$ cat src/rtl/wbs_mem_ctrl_if.sv
// Wishbone classic slave-side bus bundle between the Caravel master and wbs_mem_ctrl.
// Signal names follow the slave's point of view (_i driven by master, _o driven by slave).
interface wbs_mem_ctrl_if;
  logic        wbs_cyc_i;
  logic        wbs_stb_i;
  logic        wbs_we_i;
  logic [3:0]  wbs_sel_i;
  logic [31:0] wbs_adr_i;
  logic [31:0] wbs_dat_i;
  logic        wbs_ack_o;
  logic [31:0] wbs_dat_o;

  modport slave (
    input  wbs_cyc_i, wbs_stb_i, wbs_we_i, wbs_sel_i, wbs_adr_i, wbs_dat_i,
    output wbs_ack_o, wbs_dat_o
  );

  modport master (
    output wbs_cyc_i, wbs_stb_i, wbs_we_i, wbs_sel_i, wbs_adr_i, wbs_dat_i,
    input  wbs_ack_o, wbs_dat_o
  );
endinterface

$ cat src/rtl/wbs_mem_ctrl.sv
// Wishbone slave fronting the KD-tree ANN core: CSRs, 32->64 bit SRAM write packing,
// one-cycle SRAM reads, start pulse; memory traffic is refused while the core is busy.
module wbs_mem_ctrl #(
  parameter logic [11:0] ADDR_BASE = 12'h300,
  parameter int          MEM_AW    = 13
) (
  input  logic              clk,
  input  logic              rst_n,
  wbs_mem_ctrl_if.slave     wbs,
  output logic [3:0]        mem_sel,
  output logic              mem_csb,
  output logic              mem_web,
  output logic [MEM_AW-1:0] mem_addr,
  output logic [63:0]       mem_wdata,
  input  logic [63:0]       mem_rdata,
  output logic              wb_owns_mem,
  output logic              mode,
  output logic              debug,
  output logic              fsm_start,
  input  logic              core_busy,
  input  logic              core_done
);

  typedef enum logic [2:0] {
    S_IDLE,
    S_WR_ACK,
    S_RD_WAIT,
    S_RD_ACK,
    S_GAP
  } state_t;

  state_t              state_q;
  logic                ack_q;
  logic [31:0]         dat_q;
  logic [31:0]         hold_q;
  logic                mode_q;
  logic                debug_q;
  logic                err_q;
  logic                start_q;
  logic                csb_q;
  logic                web_q;
  logic [3:0]          sel_q;
  logic [MEM_AW-1:0]   addr_q;
  logic [63:0]         wdata_q;
  logic                rd_hi_q;

  logic                hit;
  logic [3:0]          region;
  logic                is_csr;
  logic                is_mem;
  logic [3:0]          sel_dec;
  logic [31:0]         csr_rdata;
  logic [MEM_AW-1:0]   word_idx;
  logic                half_hi;

  logic unused_sel;
  assign unused_sel = ^wbs.wbs_sel_i;

  always_comb begin
    hit      = wbs.wbs_cyc_i & wbs.wbs_stb_i & (wbs.wbs_adr_i[31:20] == ADDR_BASE);
    region   = wbs.wbs_adr_i[19:16];
    is_csr   = (region == 4'd0);
    is_mem   = (region >= 4'd1) && (region <= 4'd4);
    word_idx = wbs.wbs_adr_i[3 +: MEM_AW];
    half_hi  = wbs.wbs_adr_i[2];

    sel_dec = 4'b0000;
    case (region)
      4'd1:    sel_dec = 4'b0001;
      4'd2:    sel_dec = 4'b0010;
      4'd3:    sel_dec = 4'b0100;
      4'd4:    sel_dec = 4'b1000;
      default: sel_dec = 4'b0000;
    endcase

    csr_rdata = 32'd0;
    case (wbs.wbs_adr_i[7:0])
      8'h00:   csr_rdata = {31'd0, mode_q};
      8'h04:   csr_rdata = {30'd0, err_q, debug_q};
      8'h08:   csr_rdata = {31'd0, core_done};
      8'h10:   csr_rdata = {31'd0, core_busy};
      default: csr_rdata = 32'd0;
    endcase
  end

  // Strobes (ack, start, chip select) default inactive every cycle so each lasts one clock.
  always_ff @(posedge clk or negedge rst_n) begin
    if (!rst_n) begin
      state_q <= S_IDLE;
      ack_q   <= 1'b0;
      dat_q   <= 32'd0;
      hold_q  <= 32'd0;
      mode_q  <= 1'b0;
      debug_q <= 1'b0;
      err_q   <= 1'b0;
      start_q <= 1'b0;
      csb_q   <= 1'b1;
      web_q   <= 1'b1;
      sel_q   <= 4'd0;
      addr_q  <= '0;
      wdata_q <= 64'd0;
      rd_hi_q <= 1'b0;
    end else begin
      ack_q   <= 1'b0;
      start_q <= 1'b0;
      csb_q   <= 1'b1;
      web_q   <= 1'b1;
      case (state_q)
        S_IDLE: begin
          if (hit) begin
            if (is_mem && !wbs.wbs_we_i && !core_busy) begin
              csb_q   <= 1'b0;
              sel_q   <= sel_dec;
              addr_q  <= word_idx;
              rd_hi_q <= half_hi;
              state_q <= S_RD_WAIT;
            end else begin
              ack_q   <= 1'b1;
              state_q <= S_WR_ACK;
              if (is_csr) begin
                if (wbs.wbs_we_i) begin
                  case (wbs.wbs_adr_i[7:0])
                    8'h00: mode_q <= wbs.wbs_dat_i[0];
                    8'h04: begin
                      debug_q <= wbs.wbs_dat_i[0];
                      if (wbs.wbs_dat_i[1]) begin
                        err_q <= 1'b0;
                      end
                    end
                    8'h0C: start_q <= ~core_busy;
                    default: ;
                  endcase
                end else begin
                  dat_q <= csr_rdata;
                end
              end else if (is_mem) begin
                if (core_busy) begin
                  // The SRAMs belong to the core: refuse, flag, but still ack.
                  err_q <= 1'b1;
                  if (!wbs.wbs_we_i) begin
                    dat_q <= 32'd0;
                  end
                end else if (half_hi) begin
                  csb_q   <= 1'b0;
                  web_q   <= 1'b0;
                  sel_q   <= sel_dec;
                  addr_q  <= word_idx;
                  wdata_q <= {wbs.wbs_dat_i, hold_q};
                end else begin
                  hold_q <= wbs.wbs_dat_i;
                end
              end else if (!wbs.wbs_we_i) begin
                dat_q <= 32'd0;
              end
            end
          end
        end
        S_WR_ACK: state_q <= S_GAP;
        S_RD_WAIT: state_q <= S_RD_ACK;
        S_RD_ACK: begin
          dat_q   <= rd_hi_q ? mem_rdata[63:32] : mem_rdata[31:0];
          ack_q   <= 1'b1;
          state_q <= S_GAP;
        end
        // One dead cycle so a request still held after the ack is not re-sampled.
        S_GAP: state_q <= S_IDLE;
        default: state_q <= S_IDLE;
      endcase
    end
  end

  assign wbs.wbs_ack_o = ack_q;
  assign wbs.wbs_dat_o = dat_q;
  assign mem_sel       = sel_q;
  assign mem_csb       = csb_q;
  assign mem_web       = web_q;
  assign mem_addr      = addr_q;
  assign mem_wdata     = wdata_q;
  assign mode          = mode_q;
  assign debug         = debug_q;
  assign fsm_start     = start_q;
  assign wb_owns_mem   = ~core_busy;

endmodule

$ cat src/flat_wrapper.sv
// flat-port wrapper written by rule: the top's interface ports become plain ports
module wbs_mem_ctrl_flat 
#(
  parameter logic [11:0] ADDR_BASE = 12'h300,
  parameter int          MEM_AW    = 13
)
  (clk, rst_n, mem_sel, mem_csb, mem_web, mem_addr, mem_wdata, mem_rdata, wb_owns_mem, mode, debug, fsm_start, core_busy, core_done, wbs_wbs_cyc_i, wbs_wbs_stb_i, wbs_wbs_we_i, wbs_wbs_sel_i, wbs_wbs_adr_i, wbs_wbs_dat_i, wbs_wbs_ack_o, wbs_wbs_dat_o);
  wbs_mem_ctrl_if wbs_i ();
  input  logic clk;
  input  logic rst_n;
  output logic [3:0] mem_sel;
  output logic mem_csb;
  output logic mem_web;
  output logic [MEM_AW-1:0] mem_addr;
  output logic [63:0] mem_wdata;
  input  logic [63:0] mem_rdata;
  output logic wb_owns_mem;
  output logic mode;
  output logic debug;
  output logic fsm_start;
  input  logic core_busy;
  input  logic core_done;
  input wire logic [$bits(wbs_i.wbs_cyc_i)-1:0] wbs_wbs_cyc_i;
  input wire logic [$bits(wbs_i.wbs_stb_i)-1:0] wbs_wbs_stb_i;
  input wire logic [$bits(wbs_i.wbs_we_i)-1:0] wbs_wbs_we_i;
  input wire logic [$bits(wbs_i.wbs_sel_i)-1:0] wbs_wbs_sel_i;
  input wire logic [$bits(wbs_i.wbs_adr_i)-1:0] wbs_wbs_adr_i;
  input wire logic [$bits(wbs_i.wbs_dat_i)-1:0] wbs_wbs_dat_i;
  output wire logic [$bits(wbs_i.wbs_ack_o)-1:0] wbs_wbs_ack_o;
  output wire logic [$bits(wbs_i.wbs_dat_o)-1:0] wbs_wbs_dat_o;
  assign wbs_i.wbs_cyc_i = wbs_wbs_cyc_i;
  assign wbs_i.wbs_stb_i = wbs_wbs_stb_i;
  assign wbs_i.wbs_we_i = wbs_wbs_we_i;
  assign wbs_i.wbs_sel_i = wbs_wbs_sel_i;
  assign wbs_i.wbs_adr_i = wbs_wbs_adr_i;
  assign wbs_i.wbs_dat_i = wbs_wbs_dat_i;
  assign wbs_wbs_ack_o = wbs_i.wbs_ack_o;
  assign wbs_wbs_dat_o = wbs_i.wbs_dat_o;
  wbs_mem_ctrl #(.ADDR_BASE(ADDR_BASE), .MEM_AW(MEM_AW)) u_core (.clk(clk), .rst_n(rst_n), .wbs(wbs_i), .mem_sel(mem_sel), .mem_csb(mem_csb), .mem_web(mem_web), .mem_addr(mem_addr), .mem_wdata(mem_wdata), .mem_rdata(mem_rdata), .wb_owns_mem(wb_owns_mem), .mode(mode), .debug(debug), .fsm_start(fsm_start), .core_busy(core_busy), .core_done(core_done));
endmodule
$ cat config.mk
export PLATFORM = sky130hd
export DESIGN_NAME = wbs_mem_ctrl_flat
export DESIGN_NICKNAME = d
export VERILOG_FILES = /design/src/rtl/wbs_mem_ctrl_if.sv /design/src/rtl/wbs_mem_ctrl.sv /design/src/flat_wrapper.sv
export SDC_FILE = /design/constraint.sdc
export NUM_CORES = 1
export LEC_CHECK = 0
export BUFFER_PORTS_ARGS = -buffer_cell sky130_fd_sc_hd__buf_2
export CORE_UTILIZATION = 52
export DETAILED_ROUTE_END_ITERATION = 12
export PLACE_DENSITY_LB_ADDON = 0.3
export SYNTH_ARGS = -nofsm -noshare
export SYNTH_HDL_FRONTEND = slang
export SYNTH_SLANG_ARGS = --single-unit
export TNS_END_PERCENT = 100
$ cat constraint.sdc
create_clock -name clk -period 3.55 [get_ports clk]
set_clock_uncertainty 0.1 [all_clocks]
set_input_delay 0.71 -clock clk [delete_from_list [all_inputs] [get_ports clk]]
set_output_delay 0.71 -clock clk [all_outputs]
set_load 0.005 [all_outputs]
[Word level (Yosys, flattened, before mapping)]
Cells that the tools add are included.
Word-level totals
  output and inout port bits: 120
  logic and storage cells: 114
  bits of input ports: 139
  flip-flop bits (word level): 156
  memory bits (read-only): 0
  latch bits: 0
  bits in writable memories: 0
  memories kept: 0
Cells by class
  magnitude comparators: 2
  reductions and logical operators: 22
  $add $sub $neg: 0
  $mul: 0
  div/mod/pow operators: 0
  equal/unequal tests: 21
  bitwise operators: 6
  multiplexer cells: 49
  shifts and indexed selects: 0
Operators with widths (number)
  two-way mux 32 bit: 8
  two-way mux 13 bit: 5
  case mux 32 bit (2 select lines): 1
  two-way mux 1 bit: 24
  two-way mux 4 bit: 5
  AND reduction 6 bit: 3
  equality test 8 x 4 -> 1 bit (second input constant): 2
  case mux 4 bit (4 select lines): 1
  AND reduction 7 bit: 2
  equality test 12 x 10 -> 1 bit (second input constant): 1
  inequality test 2 bit (second input constant): 5
  nonzero test 2 bit: 5
  case mux 3 bit (3 select lines): 1
  equality test 4 x 2 -> 1 bit (second input constant): 2
  equality test 8 x 3 -> 1 bit (second input constant): 1
  equality test 8 x 5 -> 1 bit (second input constant): 1
  logical NOT 8 bit: 1
  case mux 2 bit (4 select lines): 1
  AND reduction 8 bit: 1
  equality test 3 x 2 -> 1 bit (second input constant): 2
  AND reduction 5 bit: 1
  equality test 4 x 1 -> 1 bit (second input constant): 1
  equality test 4 x 3 -> 1 bit (second input constant): 1
  >= comparator 4 x 1 -> 1 bit (second input constant): 1
  other kinds (16): 24

[Longest topological paths before layout]
Gate-level depths: netlist of run 1.
  word-level depth: 7
  gate-level depth with buffers: 7

[Least setup slack after synthesis of run 1]
OpenSTA, ideal clock, no wires.
  path kind: input to register
  start: input wbs_wbs_adr_i[17]
  end: register u_core.addr_q[10], in the netlist u_core.mem_addr[10]
  stages on the path: 6
  path slack: 0.890 ns
  setup time: 0.125 ns
  arrival: 2.434 ns
  cells stage by stage: or3b_4 a21o_1 or4b_1 buf_6 buf_12 mux2_4
Between the ends
  longest elaborated chain between the ends: 6
  elaborated cells on any way between the ends: 12
  classes of those cells: order compare: 2; eq/ne: 2; mux: 1; reduce/logical: 7
RTL lines
  start: declaration: line flat_wrapper.sv:27  | input wire logic [$bits(wbs_i.wbs_adr_i)-1:0] wbs_wbs_adr_i;
  >= comparator 4 x 1 -> 1 bit or <= comparator 4 x 3 -> 1 bit (tied branches): line wbs_mem_ctrl.sv:63  | is_mem = (region >= 4'd1) && (region <= 4'd4);
  logical AND 1 bit: line wbs_mem_ctrl.sv:63
  logical AND 1 bit (2 in a row): line wbs_mem_ctrl.sv:111  | if (is_mem && !wbs.wbs_we_i && !core_busy) begin
  inequality test 2 bit (no line), or another cell as far along
  AND reduction 6 bit (no line)
  end signal: assignment: line wbs_mem_ctrl.sv:114  | addr_q <= word_idx;
  end signal: assignment: line wbs_mem_ctrl.sv:147  | addr_q <= word_idx;
  end: declaration: line wbs_mem_ctrl.sv:43  | logic [MEM_AW-1:0] addr_q;
Several ways; a longest one is shown, not always the timed one.
A chain may end at the register's enable or synchronous reset.

[Worst setup path in the final report of run 1]
  start: input wbs_wbs_adr_i[21]
  end: register u_core.wdata_q[55], in the netlist u_core.mem_wdata[55]
Between the ends
  longest elaborated chain between the ends: 3
RTL lines
  equality test 12 x 10 -> 1 bit: line wbs_mem_ctrl.sv:60  | hit = wbs.wbs_cyc_i & wbs.wbs_stb_i & (wbs.wbs_adr_i[31:20] == ADDR_BASE);
  bitwise AND 1 bit: line wbs_mem_ctrl.sv:60
  AND reduction 7 bit (no line)
  end signal: assignment: line wbs_mem_ctrl.sv:148  | wdata_q <= {wbs.wbs_dat_i, hold_q};
  end: declaration: line wbs_mem_ctrl.sv:44  | logic [63:0] wdata_q;
Every way passes these cells.

==> impl_metrics.csv, run 1 <==
group,metric,value,unit
detailed_routing,dr_total_vias,4739,
final_layout,most-common-layout-cells,"253 x buf_2, 153 x dfrtp_1, 107 x mux2_2, 33 x inv_1, 32 x o22ai_1",
setup_path,path_class,"in2reg",
final_layout,final_nets,871,
floorplan,placeableCoreArea,12100,sq um
grt,global_route.usage.total,0.241,
detailed_routing,drtAntennaViolNets,0,
place,place.detailed.instances,881,
grt,antenna_violations_before_repair,0,
final_layout,finish.utilization,0.708,
floorplan,std_cell_rows,40,
synth,synth_cells,472,
place,place.gp.congestion,0.852,
detailed_routing,dr.first_iter.drc_count,203,
synth,yosysSeqAreaShare,0.599,
clock_network,cts.root.buffer_cell,"clkbuf_16",
clock_network,holdBufCountCts,0,
synth,synth_top_family_by_area,"multiplexers",
grt,grt_pass1_wl,23.7,mm
sta,count_of_endpoints_failing_setup_in_the_final_report,0,
sta,max_slew_violations,0,
synth,yosys_reg_bits,156,
power,max-vdd-ir-drop,0.342,mV
detailed_routing,wirelength,15.0,mm
synth,synth-compound-area-share,0.0505,
final_layout,syn_to_final_growth,31.5,%
setup_path,critPathSlowestCell,"nor4b_2",
run,max_cap_check_violation_count,0,
detailed_routing,drt_first_pass_iters,4,
setup_path,critical_path.endpoint_type,"flop",
sta,timing.final.crit_period,2.71,ns
synth,ys.flop_type,"dfrtp_1",
detailed_routing,drc,0,
final_layout,finish.cell_count_without_fillers,911,
setup_path,critical_path_required,3.76,ns
sta,max_freq,0.369,GHz
floorplan,chipWidth,114,microns
grt,grt_remaining_overflow,0,
power,design_power_total,0.00370,W
clock_network,clock_sinks,156,
setup_path,setup.reg_to_reg.worst_slack,1.00,ns
sta,report.final.hold_viol_count,0,
power,power.density_cell_area,432,nW/um^2
synth,yosysWarningCount,0,
sta,worst_slew_pin_slew,0.730,ns
clock_network,post-cts-setup-buffers,0,
synth,synth-xor-area-share,0,
clock_network,clock_tree.buffer_depth,2,
grt,grt_max_degree,74,
place,place.port_buffers,254,
sta,headroom_to_the_max_slew_limit,0.509,
floorplan,number_of_placed_i_o_pins,259,
final_layout,fillers,880,
clock_network,post_cts.resized_instances,0,
synth,synth-edff-count,0,
grt,grt_pass1_vias,4822,
clock_network,cts_buffers,17,
synth,syn_area,6520,sq um
setup_path,cp.arrival,2.92,ns
detailed_routing,avgViaCountPerCell,5.20,
clock_network,tritoncts,"built",
place,dpl_hpwl,11.0,mm
synth,synth_mux_area_frac,0.257,
sta,fin_tns_setup,0,ns
synth,ys_async_sr_fraction,1.00,
detailed_routing,routed_length_per_placed_instance,16.5,microns
clock_network,clock_latency,0.42,ns
synth,synth.avg_cell_area,13.8,sq um
setup_path,nature_of_the_critical_path_startpoint,"input pin",
setup_path,worstPathCellList,"buf_2 -> nor4_1 -> nand3_1 -> nor4b_2 -> buf_12 -> mux2_2",
floorplan,initial_utilization,0.539,
clock_network,clk_pin_slew,0.06,ns
setup_path,worst-path-max-fanout,33,
power,power.leakage,4.65,nW
final_layout,number_of_diodes,0,
floorplan,die_h,114,microns
synth,post_synth_adder_cell_area,0,
clock_network,cts.htree.levels,4,
floorplan,die_area,13000,sq um
final_layout,proportion_of_layout_cells_with_a_drive_suffix_above_1,0.565,
sta,finalCritPeriodShare,0.763,
setup_path,cp_slowest_stage_delay,0.61,ns
synth,synth.net_count,611,
min_path,min_path_type,"in2async",
synth,synth.lib_cells_used.distinct,42,
synth,synth_simple_gate_area_frac,0.0541,
sta,rsz0062_at_grt,"no",
outcome,outcome,"finished, final reports clean",
final_layout,final_common_cell,"buf_2",
-- synth_stat cells (all sizes together) (3+ instances only) --
cell type / instances / area [sq um]
dfrtp: 154 / 3850
o22ai: 32 / 200
nand3b: 3 / 22.5
nand3: 6 / 30.0
nand4: 3 / 18.8
or4: 3 / 22.5
nor3: 7 / 35.0
mux2: 118 / 1370
buf: 12 / 81.3
nor4: 7 / 50.1
inv: 33 / 124
nand2: 7 / 26.3
nor2: 8 / 30.0
clkbuf: 14 / 52.6
a211oi: 3 / 22.5
mux2i: 31 / 310
-- sequential cells by signal, summed over array words and instances, names as in the netlist, 3 cells and up --
register,flops
u_core.mem_addr,13
u_core.wbs.wbs_dat_o,32
u_core.mem_sel,4
u_core.hold_q,32
u_core.mem_wdata,64
u_core.state_q,3
-- worst max-delay path, delay by kind of cell --
family	cells	cell delay, ns
mux	1	0.37
buf+inv	2	0.38
simple gates	3	1.45
-- cell type report --
cell class / count / area [sq um] / share of cell area
multi-input combinational: 257 / 2390 / 0.278
inverter: 33 / 124 / 0.0144
clock inverter: 11 / 96.3 / 0.0112
clock buffer: 19 / 443 / 0.0516
sequential: 156 / 3910 / 0.455
timing repair buffer: 267 / 1410 / 0.165
tap: 168 / 210 / 0.0245
-- report_power, final --
group          internal [W]  switching (W)  leakage [nW]
logic              0.000106       0.000117          2.30
registers           0.00180      0.0000119          2.09
clock network      0.000971       0.000694         0.265
total               0.00288       0.000823          4.65
-- cells by family (layout without fill, tap and decap cells) --
logic type             after synthesis  in the layout
DFF                                156            156
buffers and inverters               59            330
muxes                              149            149
AOI/OAI and AO/OA                   49             49
and+or+nand+nor                     59             59
-- final timing paths --
check | from | end | depth (start not counted)
max reg2reg | u_core.state_q[0] | u_core.mem_wdata[55] | 6
max in group asynchronous | rst_n | u_core.mem_wdata[2] | 2
min | rst_n | u_core.wbs.wbs_dat_o[12] | 1
min reg2reg | u_core.wbs.wbs_dat_o[0] | u_core.wbs.wbs_dat_o[0] | 1
max | wbs_wbs_adr_i[21] | u_core.mem_wdata[55] | 6
min in group clk | u_core.wbs.wbs_dat_o[0] | u_core.wbs.wbs_dat_o[0] | 1
-- through the flow --
| stage | hold WS (ns) | setup slack [ns] | instance area, sq um |
|---|---|---|---|
| after floorplan | 0.314 | 0.890 | 6520 |
| after global placement | 0.363 | 0.464 | 8040 |
| after detailed placement | 0.381 | 0.478 | 8040 |
| after CTS | 0.216 | 0.876 | 8580 |
| after global routing | 0.247 | 0.713 | 8580 |
| final | 0.186 | 0.840 | 8580 |
-- layer usage --
| metal | up-vias | part of all wire | track usage | routed length, microns |
|---|---|---|---|---|
| met5 | - | 0 | 0 | 0 |
| met4 | 0 | 0.023 | 0.106 | 340 |
| met3 | 30 | 0.067 | 0.0670 | 1010 |
| met2 | 179 | 0.52 | 0.423 | 7770 |
| met1 | 2314 | 0.39 | 0.276 | 5910 |
| li1 | 2216 | - | - | - |
Power figures use the tool's default switching activity.
==> run 2: changes to the inputs <==
CORE_UTILIZATION = 49   (was 52)
clock period = 2.8 ns   (was 3.55 ns; I/O delays follow)
==> impl_metrics.csv, run 2 (synthesis gave the netlist of run 1 again) <==
group,metric,value,unit
setup_path,worst_reg_to_reg_cells,5,
sta,final.hold.worst_slack,0.264,ns
setup_path,critical_path_required,3.01,ns
final_layout,final_nets,878,
place,dpl_hpwl,11.1,mm
clock_network,post-cts-setup-buffers,0,
floorplan,die_area,13800,sq um
detailed_routing,drt_first_pass_iters,4,
min_path,hold_path_depth,2,
setup_path,nature_of_the_critical_path_startpoint,"input pin",
setup_path,setup.reg_to_reg.worst_slack,0.45,ns
setup_path,critical_path_depth,7,
final_layout,fillers,913,
final_layout,final_common_cell,"buf_2",
setup_path,crit-reg2reg-capture,"u_core.mem_addr[6]",
detailed_routing,drc,0,
sta,count_of_endpoints_failing_setup_in_the_final_report,0,
floorplan,std_cell_rows,41,
setup_path,critPathSlowestCell,"or4b_1",
detailed_routing,dr.first_iter.drc_count,183,
clock_network,clk_pin_slew,0.06,ns
clock_network,tritoncts,"built",
floorplan,die_h,117,microns
sta,finalCritPeriodShare,0.845,
grt,global_route.usage.total,0.236,
clock_network,cts.htree.levels,4,
setup_path,worstPathBufferInverterCount,3,
sta,max_slew_violations,0,
floorplan,number_of_placed_i_o_pins,259,
setup_path,path_class,"in2reg",
sta,timing.final.crit_period,2.37,ns
outcome,outcome,"finished, final reports clean",
clock_network,clock_tree.buffer_depth,2,
final_layout,number_of_diodes,0,
sta,max_freq,0.422,GHz
clock_network,clock_latency,0.43,ns
final_layout,most-common-layout-cells,"253 x buf_2, 153 x dfrtp_1, 107 x mux2_2, 33 x inv_1, 32 x o22ai_1",
min_path,hold_path.startpoint,"wbs_wbs_adr_i[11]",
detailed_routing,dr_total_vias,4831,
grt,grt_max_degree,89,
grt,grt_pass1_vias,5150,
setup_path,rr_startpoint,"u_core.state_q[2]",
detailed_routing,routed_length_per_placed_instance,16.7,microns
final_layout,syn_to_final_growth,34.0,%
setup_path,cp.arrival,2.58,ns
detailed_routing,drtAntennaViolNets,0,
detailed_routing,avgViaCountPerCell,5.23,
place,dp_worst_setup_slack,-0.0158,ns
setup_path,critical_path.endpoint_type,"flop",
grt,grt_pass1_wl,25.4,mm
setup_path,worst-path-max-fanout,17,
setup_path,crit_family,"simple AND/OR/NAND/NOR gates",
min_path,min_path_type,"in2reg",
place,place.gp.congestion,0.854,
sta,postLayoutSetupSlackWorst,0.433,ns
sta,report.final.hold_viol_count,0,
power,power.leakage,4.73,nW
clock_network,cts.root.buffer_cell,"clkbuf_16",
sta,headroom_to_the_max_slew_limit,0.622,
final_layout,largest_register_ffs,64,
floorplan,placeableCoreArea,12800,sq um
power,max-vdd-ir-drop,0.569,mV
detailed_routing,wirelength,15.4,mm
grt,antenna_violations_before_repair,0,
place,place.port_buffers,254,
floorplan,chipWidth,117,microns
setup_path,worstPathCellList,"buf_2 -> nor4_1 -> buf_4 -> nand2_1 -> or4b_1 -> buf_4 -> mux2_4",
sta,worst_slew_pin_slew,0.552,ns
power,power.density_cell_area,574,nW/um^2
final_layout,proportion_of_layout_cells_with_a_drive_suffix_above_1,0.570,
sta,rsz0062_at_grt,"no",
setup_path,cp_slowest_stage_delay,0.55,ns
clock_network,clock_sinks,156,
setup_path,cp_common_cell,"buf_4",
floorplan,initial_utilization,0.511,
grt,grt_remaining_overflow,0,
clock_network,cts_buffers,17,
run,max_cap_check_violation_count,0,
min_path,hold_end,"u_core.mem_addr[8]",
[run 2: cell types whose count changed in the layout (fill, tap and decap cells not counted)]
cell / previous run / this run
buf_4: 10 / 15
buf_12: 3 / 4
bufinv_16: 1 / 4
clkbuf_1: 1 / 0
clkinv_4: 1 / 3
clkinv_2: 5 / 4
clkinvlp_4: 2 / 1
dlygate4sd3_1: 0 / 1
[run 2: worst max-delay path by stage]
stage	start	end	slack (ns)
after detailed placement	wbs_wbs_adr_i[22]	u_core.mem_addr[7]	-0.02
after CTS	wbs_wbs_adr_i[22]	u_core.mem_addr[6]	0.42
after global placement	wbs_wbs_adr_i[22]	u_core.mem_wdata[18]	-0.006
after global routing	wbs_wbs_adr_i[22]	u_core.mem_wdata[13]	0.32
final	wbs_wbs_adr_i[22]	u_core.mem_addr[6]	0.43
after floorplan	wbs_wbs_adr_i[17]	u_core.mem_addr[10]	0.29
[run 2: layout make-up]
| cell class | count | area [sq um] | share of cell area |
|---|---|---|---|
| flip-flops and latches | 156 | 3910 | 0.447 |
| clock inverters | 14 | 191 | 0.0219 |
| multi-input cells | 257 | 2390 | 0.273 |
| repair buffers | 274 | 1480 | 0.169 |
| clock buffers | 18 | 439 | 0.0502 |
| inverters | 33 | 124 | 0.0142 |
| well taps | 172 | 215 | 0.0246 |
[run 2: metal layers]
metal  GRT usage  share of wire  up-vias
met5           0              0        -
met2       0.411           0.52      197
met1       0.267           0.39     2372
met3      0.0647          0.071       26
li1            -              -     2236
met4       0.110          0.022        0
[run 2: power by group]
part	switching, W	internal, W	total, W
combinational	0.000148	0.000137	0.000284
sequential	0.0000140	0.00229	0.00230
clock	0.000914	0.00152	0.00243
total	0.00108	0.00394	0.00501
[run 2: metrics by stage]
| stage | std cells | util | setup TNS, ns | cell area, sq um | total power, W |
|---|---|---|---|---|---|
| after floorplan | 472 | - | 0 | 6520 | 0.00242 |
| after global placement | 891 | 0.634 | -0.120 | 8100 | 0.00261 |
| after detailed placement | 891 | 0.634 | -0.0869 | 8100 | 0.00263 |
| after CTS | 924 | 0.684 | 0 | 8740 | 0.00507 |
| after global routing | 924 | 0.684 | 0 | 8740 | 0.00518 |
| final | 924 | 0.684 | 0 | 8740 | 0.00501 |
[run 2: what timing repair did]
item	in CTS	in global routing
hold buffers	1	0
gates resized for setup	0	0
endpoints found under the hold margin	36	0
==> run 3: changes to the inputs <==
clock period = 2.3 ns   (was 2.8 ns; I/O delays follow)
==> impl_metrics.csv, run 3 (synthesis gave the netlist of run 1 again) <==
group,metric,value,unit
outcome,outcome,"finished, final reports clean",
final_layout,stdcell_area,9040,sq um
power,power.density_cell_area,675,nW/um^2
clock_network,clk_pin_slew,0.06,ns
final_layout,largest_register_ffs,64,
power,power.leakage,4.89,nW
final_layout,syn_to_final_growth,38.7,%
clock_network,clock_tree.buffer_depth,2,
sta,max_slew_violations,0,
clock_network,cts_buffers,17,
detailed_routing,drt_first_pass_iters,4,
setup_path,setup.worst_path.start,"u_core.state_q[2]",
detailed_routing,wl_met3,908,microns
setup_path,endpoint,"u_core.mem_wdata[13]",
setup_path,crit-reg2reg-capture,"u_core.mem_wdata[13]",
sta,max_freq,0.453,GHz
setup_path,cp.arrival,2.41,ns
final_layout,final_nets,905,
clock_network,post-cts-setup-buffers,0,
sta,worst_slew_pin_slew,0.581,ns
setup_path,critical_path_required,2.50,ns
grt,global_route.usage.total,0.242,
setup_path,nature_of_the_critical_path_startpoint,"flop",
setup_path,critical_path.endpoint_type,"flop",
grt,antenna_violations_before_repair,0,
floorplan,die_area,13800,sq um
power,max-vdd-ir-drop,0.589,mV
floorplan,std_cell_rows,41,
final_layout,number_of_diodes,0,
final_layout,fillers,897,
detailed_routing,routed_length_per_placed_instance,17.1,microns
run,max_cap_check_violation_count,0,
setup_path,worst-path-max-fanout,8,
power,design_power_total,0.00610,W
place,place.port_buffers,254,
grt,grt_pass1_vias,5234,
floorplan,initial_utilization,0.511,
floorplan,number_of_placed_i_o_pins,259,
final_layout,proportion_of_layout_cells_with_a_drive_suffix_above_1,0.585,
grt,grt_max_degree,56,
sta,final.hold.worst_slack,0.177,ns
clock_network,cts.root.buffer_cell,"clkbuf_16",
clock_network,clock_latency,0.42,ns
detailed_routing,dr_total_vias,4968,
detailed_routing,drc,0,
place,dpl_hpwl,11.8,mm
setup_path,worst_reg_to_reg_cells,8,
detailed_routing,wl_met1,6.42,mm
detailed_routing,avgViaCountPerCell,5.24,
place,place.gp.congestion,0.956,
final_layout,final_common_cell,"buf_2",
sta,count_of_endpoints_failing_setup_in_the_final_report,0,
place,dp_worst_setup_slack,-0.244,ns
clock_network,clock_sinks,156,
detailed_routing,routed.top_layer,"met4",
sta,headroom_to_the_max_slew_limit,0.603,
detailed_routing,wirelength,16.2,mm
grt,grt_pass1_wl,26.1,mm
floorplan,placeableCoreArea,12800,sq um
min_path,min_path_type,"in2reg",
sta,finalCritPeriodShare,0.960,
setup_path,path_class,"reg2reg",
clock_network,cts.htree.levels,4,
sta,timing.final.crit_period,2.21,ns
detailed_routing,drtAntennaViolNets,0,
floorplan,chipWidth,117,microns
sta,postLayoutSetupSlackWorst,0.0931,ns
setup_path,rr_startpoint,"u_core.state_q[2]",
place,dpl-instance-area,8340,sq um
setup_path,setup.reg_to_reg.worst_slack,0.09,ns
detailed_routing,route.met2.wl,8.52,mm
sta,report.final.hold_viol_count,0,
clock_network,tritoncts,"built",
final_layout,most-common-layout-cells,"253 x buf_2, 153 x dfrtp_1, 107 x mux2_2, 33 x inv_1, 33 x buf_4",
detailed_routing,dr.first_iter.drc_count,127,
grt,grt_remaining_overflow,0,
floorplan,die_h,117,microns
==> run 3: changes by cell type in the layout (fill, tap and decap cells not counted), moves of 2 or more <==
| cell | previous run | this run |
|---|---|---|
| buf_4 | 15 | 33 |
| buf_12 | 4 | 8 |
| buf_6 | 1 | 4 |
| clkinv_2 | 4 | 1 |
| clkbuf_16 | 17 | 19 |
==> run 3: area by class of cell <==
class,instances,area [sq um],area share
Inverter,33,124,0.0137
Clock inverter,10,166,0.0184
Clock buffer,19,453,0.0501
Timing Repair Buffer,301,1780,0.197
Sequential cell,156,3910,0.432
Multi-Input combinational cell,257,2400,0.265
Tap cell,172,215,0.0238
==> run 3: how the worst min path moves through the flow <==
stage                                  from                       to  cells after the start
after floorplan                       rst_n             u_core.debug                      0
after global placement                rst_n  u_core.wbs.wbs_dat_o[6]                      1
after detailed placement              rst_n  u_core.wbs.wbs_dat_o[5]                      1
after CTS                  wbs_wbs_adr_i[8]       u_core.mem_addr[5]                      2
after global routing       wbs_wbs_adr_i[8]       u_core.mem_addr[5]                      2
final                     wbs_wbs_adr_i[10]       u_core.mem_addr[7]                      2
==> run 3: power breakdown <==
part           internal, W  switching, W
clock              0.00186       0.00107
combinational     0.000184      0.000191
sequential         0.00278     0.0000184
total              0.00483       0.00128
==> run 3: repair_timing <==
action	4_1_cts	5_1_grt
endpoints found under the setup margin	0	62
hold buffers	1	0
endpoints found under the hold margin	50	0
resized for setup	0	5
==> run 3: metal layers <==
metal | global-route usage | vias to the layer above
met3 | 0.0598 | 23
li1 | - | 2287
met1 | 0.278 | 2470
met2 | 0.430 | 188
met5 | 0 | -
met4 | 0.101 | 0
==> run 3: worst max-delay path, stage by stage, from the launching register on <==
cell and delay, ns:
dfrtp_1 0.39, nor3_2 0.17, buf_4 0.16, nand3_1 0.10, buf_4 0.18, nor4b_4 0.22, buf_6 0.23, clkbuf_16 0.19
mux2_2 0.34
==> run 3: metrics by stage <==
stage | cells | util | setup TNS (ns)
5_1_grt | 948 | 0.708 | -0.00963
4_1_cts | 946 | 0.702 | 0
3_5_place_dp | 916 | 0.653 | -23.78
2_1_floorplan | 472 | - | -1.82
6_report | 948 | 0.708 | 0
3_3_place_gp | 916 | 0.653 | -23.68
